`src/rtl/kbd_pkg.sv`:
```
// kbd_pkg: shared types and constants for the PS/2 keyboard event path.
//   kbd_event_t   - packed event word, same layout as ev_data
//   parse_state_e - scancode prefix parser states
//   SC_*          - scancode set 2 bytes of interest
//   is_discard()  - true for protocol/status bytes that never become events
package kbd_pkg;

    typedef struct packed {
        logic       brk;
        logic       ext;
        logic       caps;
        logic       alt;
        logic       ctrl;
        logic       shift;
        logic [1:0] rsvd;
        logic [7:0] code;
    } kbd_event_t;

    typedef enum logic [1:0] {
        P_IDLE = 2'd0,
        P_E0   = 2'd1,
        P_F0   = 2'd2,
        P_E0F0 = 2'd3
    } parse_state_e;

    localparam logic [7:0] SC_E0     = 8'hE0;
    localparam logic [7:0] SC_F0     = 8'hF0;
    localparam logic [7:0] SC_E1     = 8'hE1;
    localparam logic [7:0] SC_LSHIFT = 8'h12;
    localparam logic [7:0] SC_RSHIFT = 8'h59;
    localparam logic [7:0] SC_CTRL   = 8'h14;
    localparam logic [7:0] SC_ALT    = 8'h11;
    localparam logic [7:0] SC_CAPS   = 8'h58;
    localparam logic [7:0] SC_BAT_OK = 8'hAA;
    localparam logic [7:0] SC_ACK    = 8'hFA;
    localparam logic [7:0] SC_RESEND = 8'hFE;
    localparam logic [7:0] SC_ECHO   = 8'hEE;
    localparam logic [7:0] SC_ERR0   = 8'h00;
    localparam logic [7:0] SC_ERRFF  = 8'hFF;

    // Pause-sequence lead-in and keyboard status replies are dropped at IDLE.
    function automatic logic is_discard(input logic [7:0] b);
        return (b == SC_E1) || (b == SC_BAT_OK) || (b == SC_ACK) ||
               (b == SC_RESEND) || (b == SC_ECHO) || (b == SC_ERR0) ||
               (b == SC_ERRFF);
    endfunction

endpackage

```
`src/rtl/ps2_rx.sv`:
```
// ps2_rx: PS/2 device-to-host frame receiver.
//   clk, rst            - system clock, async active-high reset
//   ps2_clk, ps2_data   - raw asynchronous PS/2 pins
//   byte_valid          - 1-cycle pulse, rx_byte holds a good frame's data
//   err                 - 1-cycle pulse on bad start/parity/stop or timeout
//   rx_byte             - last received data byte
module ps2_rx
    import kbd_pkg::*;
#(
    parameter int SYNC_STAGES = 2,
    parameter int TIMEOUT_CYC = 100000
) (
    input  logic       clk,
    input  logic       rst,
    input  logic       ps2_clk,
    input  logic       ps2_data,
    output logic       byte_valid,
    output logic       err,
    output logic [7:0] rx_byte
);

    localparam int TW = $clog2(TIMEOUT_CYC + 1);

    logic [SYNC_STAGES-1:0] clk_sync_q, clk_sync_d;
    logic [SYNC_STAGES-1:0] data_sync_q, data_sync_d;
    logic                   clk_prev_q, clk_prev_d;
    logic [3:0]             bit_cnt_q, bit_cnt_d;
    logic [7:0]             shift_q, shift_d;
    logic                   parity_q, parity_d;
    logic [TW-1:0]          timer_q, timer_d;
    logic                   byte_valid_q, byte_valid_d;
    logic                   err_q, err_d;
    logic                   fall;
    logic                   data_bit;

    // The synchronisers reset to 1 (idle bus level) so reset release cannot
    // look like a falling edge.
    assign fall     = clk_prev_q & ~clk_sync_q[SYNC_STAGES-1];
    assign data_bit = data_sync_q[SYNC_STAGES-1];

    always_comb begin
        clk_sync_d   = {clk_sync_q[SYNC_STAGES-2:0], ps2_clk};
        data_sync_d  = {data_sync_q[SYNC_STAGES-2:0], ps2_data};
        clk_prev_d   = clk_sync_q[SYNC_STAGES-1];
        bit_cnt_d    = bit_cnt_q;
        shift_d      = shift_q;
        parity_d     = parity_q;
        timer_d      = timer_q;
        byte_valid_d = 1'b0;
        err_d        = 1'b0;
        if (fall) begin
            timer_d = '0;
            if (bit_cnt_q == 4'd0) begin
                // A start bit of 1 is a framing error; stay waiting for a start.
                if (!data_bit) bit_cnt_d = 4'd1;
                else           err_d     = 1'b1;
            end else if (bit_cnt_q <= 4'd8) begin
                shift_d   = {data_bit, shift_q[7:1]};
                bit_cnt_d = bit_cnt_q + 4'd1;
            end else if (bit_cnt_q == 4'd9) begin
                parity_d  = data_bit;
                bit_cnt_d = 4'd10;
            end else begin
                // Stop bit: data plus parity must have odd weight.
                bit_cnt_d = 4'd0;
                if (data_bit && (^{shift_q, parity_q})) byte_valid_d = 1'b1;
                else                                   err_d        = 1'b1;
            end
        end else if (bit_cnt_q != 4'd0) begin
            if (timer_q == TW'(TIMEOUT_CYC - 1)) begin
                bit_cnt_d = 4'd0;
                timer_d   = '0;
                err_d     = 1'b1;
            end else begin
                timer_d = timer_q + TW'(1);
            end
        end else begin
            timer_d = '0;
        end
    end

    always_ff @(posedge clk or posedge rst) begin
        if (rst) begin
            clk_sync_q   <= '1;
            data_sync_q  <= '1;
            clk_prev_q   <= 1'b1;
            bit_cnt_q    <= 4'd0;
            shift_q      <= 8'd0;
            parity_q     <= 1'b0;
            timer_q      <= '0;
            byte_valid_q <= 1'b0;
            err_q        <= 1'b0;
        end else begin
            clk_sync_q   <= clk_sync_d;
            data_sync_q  <= data_sync_d;
            clk_prev_q   <= clk_prev_d;
            bit_cnt_q    <= bit_cnt_d;
            shift_q      <= shift_d;
            parity_q     <= parity_d;
            timer_q      <= timer_d;
            byte_valid_q <= byte_valid_d;
            err_q        <= err_d;
        end
    end

    assign byte_valid = byte_valid_q;
    assign err        = err_q;
    assign rx_byte    = shift_q;

endmodule

```
`src/rtl/kbd_event_fifo.sv`:
```
// kbd_event_fifo: PS/2 keyboard front-end producing tagged key events.
//   clk, rst          - system clock, async active-high reset
//   PS2Clk, PS2Data   - raw PS/2 pins
//   pop               - consumer removes head entry when ev_valid=1
//   clr_err           - clears ovf and frame_err
//   ev_valid, ev_data - show-ahead head of the event FIFO
//   count             - FIFO occupancy
//   shift/ctrl/alt/caps - live modifier state
//   ovf, frame_err    - sticky drop / receive-error flags
module kbd_event_fifo
    import kbd_pkg::*;
#(
    parameter int DEPTH       = 8,
    parameter int SYNC_STAGES = 2,
    parameter int TIMEOUT_CYC = 100000
) (
    input  logic                     clk,
    input  logic                     rst,
    input  logic                     PS2Clk,
    input  logic                     PS2Data,
    input  logic                     pop,
    input  logic                     clr_err,
    output logic                     ev_valid,
    output logic [15:0]              ev_data,
    output logic [$clog2(DEPTH):0]   count,
    output logic                     shift,
    output logic                     ctrl,
    output logic                     alt,
    output logic                     caps,
    output logic                     ovf,
    output logic                     frame_err
);

    localparam int PW = $clog2(DEPTH);
    localparam int CW = PW + 1;

    logic       byte_valid, rx_err;
    logic [7:0] rx_byte;

    ps2_rx #(
        .SYNC_STAGES (SYNC_STAGES),
        .TIMEOUT_CYC (TIMEOUT_CYC)
    ) u_rx (
        .clk        (clk),
        .rst        (rst),
        .ps2_clk    (PS2Clk),
        .ps2_data   (PS2Data),
        .byte_valid (byte_valid),
        .err        (rx_err),
        .rx_byte    (rx_byte)
    );

    parse_state_e state_q, state_d;
    logic lshift_q, lshift_d, rshift_q, rshift_d;
    logic lctrl_q, lctrl_d, rctrl_q, rctrl_d;
    logic lalt_q, lalt_d, ralt_q, ralt_d;
    logic caps_q, caps_d, caps_held_q, caps_held_d;
    logic [PW-1:0] wr_ptr_q, wr_ptr_d, rd_ptr_q, rd_ptr_d;
    logic [CW-1:0] count_q, count_d;
    logic ovf_q, ovf_d, frame_err_q, frame_err_d;
    logic emit, ev_brk, ev_ext;
    logic do_push, do_pop, full;
    kbd_event_t new_ev;
    kbd_event_t mem [DEPTH];

    // Prefix parser: E0/F0 bytes only set up the tag for the following byte.
    always_comb begin
        state_d = state_q;
        emit    = 1'b0;
        ev_brk  = 1'b0;
        ev_ext  = 1'b0;
        if (byte_valid) begin
            unique case (state_q)
                P_IDLE: begin
                    if (rx_byte == SC_E0)        state_d = P_E0;
                    else if (rx_byte == SC_F0)   state_d = P_F0;
                    else if (!is_discard(rx_byte)) emit  = 1'b1;
                end
                P_E0: begin
                    if (rx_byte == SC_F0) begin
                        state_d = P_E0F0;
                    end else begin
                        emit    = 1'b1;
                        ev_ext  = 1'b1;
                        state_d = P_IDLE;
                    end
                end
                P_F0: begin
                    emit    = 1'b1;
                    ev_brk  = 1'b1;
                    state_d = P_IDLE;
                end
                P_E0F0: begin
                    emit    = 1'b1;
                    ev_brk  = 1'b1;
                    ev_ext  = 1'b1;
                    state_d = P_IDLE;
                end
                default: state_d = P_IDLE;
            endcase
        end
    end

    // Held-key tracking; caps_held blocks typematic repeats from re-toggling.
    always_comb begin
        lshift_d    = lshift_q;
        rshift_d    = rshift_q;
        lctrl_d     = lctrl_q;
        rctrl_d     = rctrl_q;
        lalt_d      = lalt_q;
        ralt_d      = ralt_q;
        caps_d      = caps_q;
        caps_held_d = caps_held_q;
        if (emit) begin
            if (!ev_ext) begin
                if (rx_byte == SC_LSHIFT) lshift_d = ~ev_brk;
                if (rx_byte == SC_RSHIFT) rshift_d = ~ev_brk;
                if (rx_byte == SC_CTRL)   lctrl_d  = ~ev_brk;
                if (rx_byte == SC_ALT)    lalt_d   = ~ev_brk;
                if (rx_byte == SC_CAPS) begin
                    if (!ev_brk) begin
                        if (!caps_held_q) caps_d = ~caps_q;
                        caps_held_d = 1'b1;
                    end else begin
                        caps_held_d = 1'b0;
                    end
                end
            end else begin
                if (rx_byte == SC_CTRL) rctrl_d = ~ev_brk;
                if (rx_byte == SC_ALT)  ralt_d  = ~ev_brk;
            end
        end
    end

    // Event word carries the modifier state after this event's own update.
    always_comb begin
        new_ev.brk   = ev_brk;
        new_ev.ext   = ev_ext;
        new_ev.caps  = caps_d;
        new_ev.alt   = lalt_d | ralt_d;
        new_ev.ctrl  = lctrl_d | rctrl_d;
        new_ev.shift = lshift_d | rshift_d;
        new_ev.rsvd  = 2'b00;
        new_ev.code  = rx_byte;
    end

    // FIFO control: a pop frees the slot a simultaneous push needs at full.
    always_comb begin
        do_pop   = pop & (count_q != '0);
        full     = (count_q == CW'(DEPTH));
        do_push  = emit & (~full | do_pop);
        wr_ptr_d = do_push ? wr_ptr_q + PW'(1) : wr_ptr_q;
        rd_ptr_d = do_pop  ? rd_ptr_q + PW'(1) : rd_ptr_q;
        count_d  = count_q;
        if (do_push && !do_pop)      count_d = count_q + CW'(1);
        else if (!do_push && do_pop) count_d = count_q - CW'(1);
        ovf_d       = (emit & full & ~do_pop) | (ovf_q & ~clr_err);
        frame_err_d = rx_err | (frame_err_q & ~clr_err);
    end

    always_ff @(posedge clk or posedge rst) begin
        if (rst) begin
            state_q     <= P_IDLE;
            lshift_q    <= 1'b0;
            rshift_q    <= 1'b0;
            lctrl_q     <= 1'b0;
            rctrl_q     <= 1'b0;
            lalt_q      <= 1'b0;
            ralt_q      <= 1'b0;
            caps_q      <= 1'b0;
            caps_held_q <= 1'b0;
            wr_ptr_q    <= '0;
            rd_ptr_q    <= '0;
            count_q     <= '0;
            ovf_q       <= 1'b0;
            frame_err_q <= 1'b0;
        end else begin
            state_q     <= state_d;
            lshift_q    <= lshift_d;
            rshift_q    <= rshift_d;
            lctrl_q     <= lctrl_d;
            rctrl_q     <= rctrl_d;
            lalt_q      <= lalt_d;
            ralt_q      <= ralt_d;
            caps_q      <= caps_d;
            caps_held_q <= caps_held_d;
            wr_ptr_q    <= wr_ptr_d;
            rd_ptr_q    <= rd_ptr_d;
            count_q     <= count_d;
            ovf_q       <= ovf_d;
            frame_err_q <= frame_err_d;
        end
    end

    // Storage needs no reset: ev_data is masked while the FIFO is empty.
    always_ff @(posedge clk) begin
        if (do_push) mem[wr_ptr_q] <= new_ev;
    end

    assign ev_valid  = (count_q != '0);
    assign ev_data   = ev_valid ? mem[rd_ptr_q] : 16'h0000;
    assign count     = count_q;
    assign shift     = lshift_q | rshift_q;
    assign ctrl      = lctrl_q | rctrl_q;
    assign alt       = lalt_q | ralt_q;
    assign caps      = caps_q;
    assign ovf       = ovf_q;
    assign frame_err = frame_err_q;

endmodule

```
`config.mk`:
```
export PLATFORM = sky130hd
export DESIGN_NAME = kbd_event_fifo
export DESIGN_NICKNAME = d
export VERILOG_FILES = /design/src/rtl/kbd_pkg.sv /design/src/rtl/ps2_rx.sv /design/src/rtl/kbd_event_fifo.sv
export SDC_FILE = /design/constraint.sdc
export NUM_CORES = 1
export LEC_CHECK = 0
export BUFFER_PORTS_ARGS = -buffer_cell sky130_fd_sc_hd__clkbuf_2
export CORE_ASPECT_RATIO = 0.6
export CORE_UTILIZATION = 47
export CTS_CLUSTER_DIAMETER = 40
export DETAILED_ROUTE_END_ITERATION = 7
export HOLD_SLACK_MARGIN = 0.03
export PLACE_DENSITY = 0.68
export SETUP_SLACK_MARGIN = 0.02
export SYNTH_ARGS = -nofsm -noshare
export SYNTH_HDL_FRONTEND = slang
export SYNTH_SLANG_ARGS = --single-unit
```
`constraint.sdc`:
```
create_clock -name clk -period 7.85 [get_ports clk]
set_clock_uncertainty 0.2 [all_clocks]
set_input_delay 1.9625 -clock clk [delete_from_list [all_inputs] [get_ports clk]]
set_output_delay 1.9625 -clock clk [all_outputs]
set_load 0.1 [all_outputs]
```
# Word-level counts from Yosys, hierarchy flattened
# Memory sizes are Yosys's and may differ from the RTL's.
# Cells that the tools add are included.
dict set report word_totals {
  regBits 59
  ramBits 112
  output_inout_bits 27
  mem_count 1
}
# memory depth width read_ports rd_ports_with_merged_regs wr line_no
set mem_list {}
lappend mem_list {mem 8 14 1 0 1 kbd_event_fifo.sv:64} ;# kbd_event_t mem [DEPTH];
dict set report op_classes {
  n_addsub 6
  magnitude_cmp 1
  n_eq_ne 21
  mux 66
  n_bitwise 25
  reduce_logical 26
}
# cell n
set ops {}
lappend ops {{8-bit == test, second input constant} 8}
lappend ops {{17-bit 2-to-1 mux} 3}
lappend ops {{1-bit 2-to-1 mux} 47}
lappend ops {{4-bit 2-to-1 mux} 9}
lappend ops {{8-bit by 5-bit == test with 1-bit output, second input constant} 3}
lappend ops {{17-bit by 1-bit adder with 17-bit output, second input constant} 1}
lappend ops {{17-bit == test, second input constant} 1}
lappend ops {{8-bit by 7-bit == test with 1-bit output, second input constant} 2}
lappend ops {{16-bit 2-to-1 mux} 1}
lappend ops {{1-bit NOT} 9}
lappend ops {{1-bit OR} 9}
lappend ops {{3-bit AND reduction} 3}
lappend ops {{9-bit parity} 1}
lappend ops {{4-bit by 1-bit adder with 4-bit output, second input constant} 2}
lappend ops {{4-bit == test, second input constant} 2}
lappend ops {{8-bit zero test} 1}
lappend ops {{4-bit nonzero test} 2}
lappend ops {{1-bit bitwise AND} 7}
lappend ops {{3-bit by 1-bit adder with 3-bit output, second input constant} 2}
lappend ops {{1-bit logical OR} 6}
lappend ops {{2-bit 2-to-1 mux} 3}
lappend ops {{3-bit inequality test, second input constant} 2}
lappend ops {{2-bit case mux with 3 select lines} 1}
lappend ops {{2-bit nonzero test} 3}
lappend ops {{other kinds (13)} 17}

# Depth between registers and ports, before layout
dict set report depth {
  word_depth 17
  ltp_mapped 15
  ltp_nobuf 14
}

# By module
# A second synthesis with hierarchy kept.
dict set report hier_totals {
  cells_unflattened 493
  hier_area_um2 7574.8
}
# module instances cells_per_inst area_per_inst_um2
set modules_own_cells {}
lappend modules_own_cells {kbd_event_fifo 1 330 5679.2}
lappend modules_own_cells {ps2_rx 1 163 1895.6}

# Worst setup path before layout
# OpenSTA, ideal clock, no wires.
dict set report synth_timing {
  path_type {register -> output}
  startpoint {register count_q[0] (netlist: count[0])}
  endpoint {output port ev_data[10]}
  arrival_time_ns 2.824
  t_required_ns 5.688
  setup_slack_ns 2.864
  stages_incl_launch_ff 4
  n_path_buf 1
  path_cell_list {dfrtp_1 nor4_1 clkbuf_1 nor2_1}
}
dict set report synth_via {
  elab_chain_len 2
}
# item line_no
set synth_lines {}
lappend synth_lines {{from (decl)} kbd_event_fifo.sv:59} ;# logic [CW-1:0] count_q, count_d;
lappend synth_lines {{from (signal assigned)} kbd_event_fifo.sv:189} ;# count_q <= count_d;
lappend synth_lines {{4-bit nonzero test} kbd_event_fifo.sv:200} ;# assign ev_valid = (count_q != '0);
lappend synth_lines {{16-bit 2-to-1 mux} kbd_event_fifo.sv:201} ;# assign ev_data = ev_valid ? mem[rd_ptr_q] : 16'h0000;
lappend synth_lines {{to (decl)} kbd_event_fifo.sv:24} ;# output logic [15:0] ev_data,
# Every way passes these cells.

# Final worst setup path
dict set report layout_timing {
  startpoint {register rd_ptr_q[0]}
  endpoint {output port ev_data[12]}
}
dict set report layout_via {
  elab_chain_len 2
}
# item line_no
set layout_lines {}
lappend layout_lines {{from (decl)} kbd_event_fifo.sv:58} ;# logic [PW-1:0] wr_ptr_q, wr_ptr_d, rd_ptr_q, rd_ptr_d;
lappend layout_lines {{from (signal assigned)} kbd_event_fifo.sv:188} ;# rd_ptr_q <= rd_ptr_d;
lappend layout_lines {{memory 8 x 14 bit} --}
lappend layout_lines {{16-bit 2-to-1 mux} kbd_event_fifo.sv:201}
# Every way passes these cells.

==> impl_metrics.tcl <==
set metrics [dict create \
    clk_pin_slew_ps 70 \
    layout-drive-gt1-share 0.241 \
    crit_type "reg -> out" \
    h-tree-depth 4 \
    crit_buf_inv 1 \
    die_x_um 164 \
    yosys.area.top_type_share 0.454 \
    max_stage_delay_ps 1030 \
    max_clock_freq_mhz 205 \
    clk_latency_ps 430 \
    grt_pass1_vias 4208 \
    synth_common_cells "112 x edfxtp_1, 54 x dfrtp_1, 43 x nor2_1" \
    final_core_util 0.548 \
    drt_iter0_drc 398 \
    antenna_found_initial 0 \
    synth_edf_count 112 \
    synth.area.mux_share 0.124 \
    slew_headroom 0.314 \
    cellPowerDensity_nw_per_um2 389 \
    cts_sinks 171 \
    synth.avg_cell_area_um2 14.6 \
    yosys_warnings 0 \
    synth_top_family_by_area "multiplexers" \
    n_fill_cell 1203 \
    rsz0062_at_grt "no" \
    start_util 0.482 \
    yosysTopAreaCell "edfxtp_1" \
    grt_usage 0.194 \
    worst_path_max_delay_cell "dfrtp_2" \
    grt_start_max_net_pins 60 \
    drt_wl_total_um 14500 \
    r2r_cells 14 \
    critPathLaunchType "register" \
    nets 554 \
    gp_congestion 0.831 \
    synth_flop_cell "edfxtp_1" \
    synthArstFlopShare 0.345 \
    setup_viol 0 \
    core_area_um2 15400 \
    period_share 0.623 \
    synth-adder-area-share 0.0179 \
    synth_simple_gate_area_frac 0.0947 \
    rows 35 \
    crit_family "flip-flops" \
    portBuffers 30 \
    synth_xor_area_frac 0.0350 \
    hold_path_class "reg -> reg" \
    stdcell_count 754 \
    period_needed_ps 4890 \
    wl_per_cell_um 19.2 \
    worst_pin_slew_ps 1030 \
    slew_viol_final 0 \
    synth.yosys.seq_area_share 0.654 \
    cts_hold_buf 0 \
    cp.depth 4 \
    ir_drop_mv 0.379 \
    gr-total-overflow 0 \
    synth_compound_area_frac 0.0500 \
    status "completed" \
    placed_cells 722 \
    dieArea_um2 16300 \
    drcViolationCount 0 \
    synthCells 506 \
    cts_resized 0 \
    antenna_cells 0 \
    cts_buffers 17 \
    synth.distinct_cells 58 \
    clk_path_buf_depth 2 \
    ant_nets 0 \
    synth_seq_cells 171 \
    r2r_setup_slack_ps 4050 \
    whs_ps 150 \
    cts_tree "yes" \
    num_vias 4247 \
    setup-tns-final_ps 0 \
    drtPass1Iterations 4 \
    cp_data_arrival_time_ps 2720 \
    required_ps 5690 \
    grt_first_pass_wirelength_um 23300 \
    finalHoldViolCount 0 \
    post-cts-setup-buffer-count 0 \
    viasPerCell 5.63 \
    syn_to_final_growth_pct 13.7 \
    hold_depth 0 \
    root_buffer "clkbuf_16" \
    maxCapViolCount 0 \
    die_y_um 99.3 \
    synth_area_leaders "edfxtp_1 45%, dfrtp_1 18%, mux4_2 8.5%, nor2_1 2.2%, mux2i_1 2.0%" \
    io_pins 33 \
    cellLeakagePower_uw 0.00314 \
    crit_path_cell_trace "mux4_2 > mux2i_1 > nor2_1 > clkbuf_2" \
    yosysMostFrequentCell "edfxtp_1" \
    post_synth_instance_area_um2 7410 \
    hpwl_um 9040 \
    crit_path_end_kind "output pin" \
    crit_fanout 30 \
]
[sequential cells by signal (all words and copies together) (netlist names), 3 cells and up]
| signal | flops |
|---|---|
| count | 4 |
| wr_ptr_q | 3 |
| u_rx.rx_byte | 8 |
| rd_ptr_q | 3 |
| u_rx.timer_q | 17 |
| mem | 112 |
| u_rx.bit_cnt_q | 4 |
[cell type report]
| cell class | count | area (um^2) | share of cell area |
|---|---|---|---|
| flip-flops and latches | 171 | 4850 | 0.576 |
| multi-input cells | 295 | 2440 | 0.290 |
| clock buffers | 17 | 425 | 0.0505 |
| well taps | 203 | 254 | 0.0302 |
| repair buffers | 38 | 210 | 0.0250 |
| clock inverters | 15 | 185 | 0.0220 |
| inverters | 15 | 58.8 | 0.00698 |
[per-layer routing]
layer  global-route usage  share of wire
met1                0.290           0.50
met2                0.275           0.44
met3               0.0575          0.053
met4               0.0541          0.010
met5                    0              0
[power by group]
part,switching (uW),internal [uW],leakage (uW)
combinational,786,363,0.00107
clock,413,436,0.000296
sequential,218,1060,0.00177
[kinds of logic after synthesis]
kind of cell | after synthesis
buffers and inverters | 41
AO/OA/AOI/OAI | 59
multiplexers | 55
AND/OR/NAND/NOR | 141
XOR/XNOR | 28
adder cells (fa/ha/maj) | 10
flip-flops | 171
other | 1
[final timing paths]
kind,startpoint,to
min in group asynchronous,rst,count[0]
worst min register to register,u_rx.data_sync_q[0],u_rx.data_sync_q[1]
worst max-delay path,rd_ptr_q[0],ev_data[12]
worst min-delay path,u_rx.data_sync_q[0],u_rx.data_sync_q[1]
max in group asynchronous,rst,u_rx.bit_cnt_q[1]
worst max register to register,u_rx.rx_byte[4],count[3]
[layout by cell type, fill, tap and decap left out, types with 3 or more instances in the layout]
| master | instances |
|---|---|
| a21oi_1 | 12 |
| buf_4 | 8 |
| clkbuf_16 | 17 |
| clkbuf_2 | 30 |
| clkinv_8 | 4 |
| dfrtp_1 | 53 |
| dfstp_2 | 5 |
| edfxtp_1 | 112 |
| ha_1 | 9 |
| inv_1 | 13 |
| inv_8 | 7 |
| mux2_2 | 11 |
| mux2i_1 | 15 |
| mux4_2 | 28 |
| nand2_1 | 31 |
| nand2b_1 | 6 |
| nand3_1 | 16 |
| nand3b_1 | 3 |
| nand4_1 | 5 |
| nor2_1 | 42 |
| nor3_1 | 7 |
| nor4_2 | 3 |
| nor4b_2 | 3 |
| o21ai_0 | 25 |
| or2_2 | 3 |
| or3_1 | 5 |
| xnor2_1 | 15 |
| xor2_1 | 12 |
[per-stage QoR]
step,setup slack (ps),area [um^2],total power (uW)
finish,2960,8420,3280
global route,2740,8420,3430
CTS,2870,8420,3310
detailed placement,3340,7810,2460
global placement,3370,7810,2420
floorplan,2860,7410,2240
No activity file was read; power rests on OpenSTA's default activity.
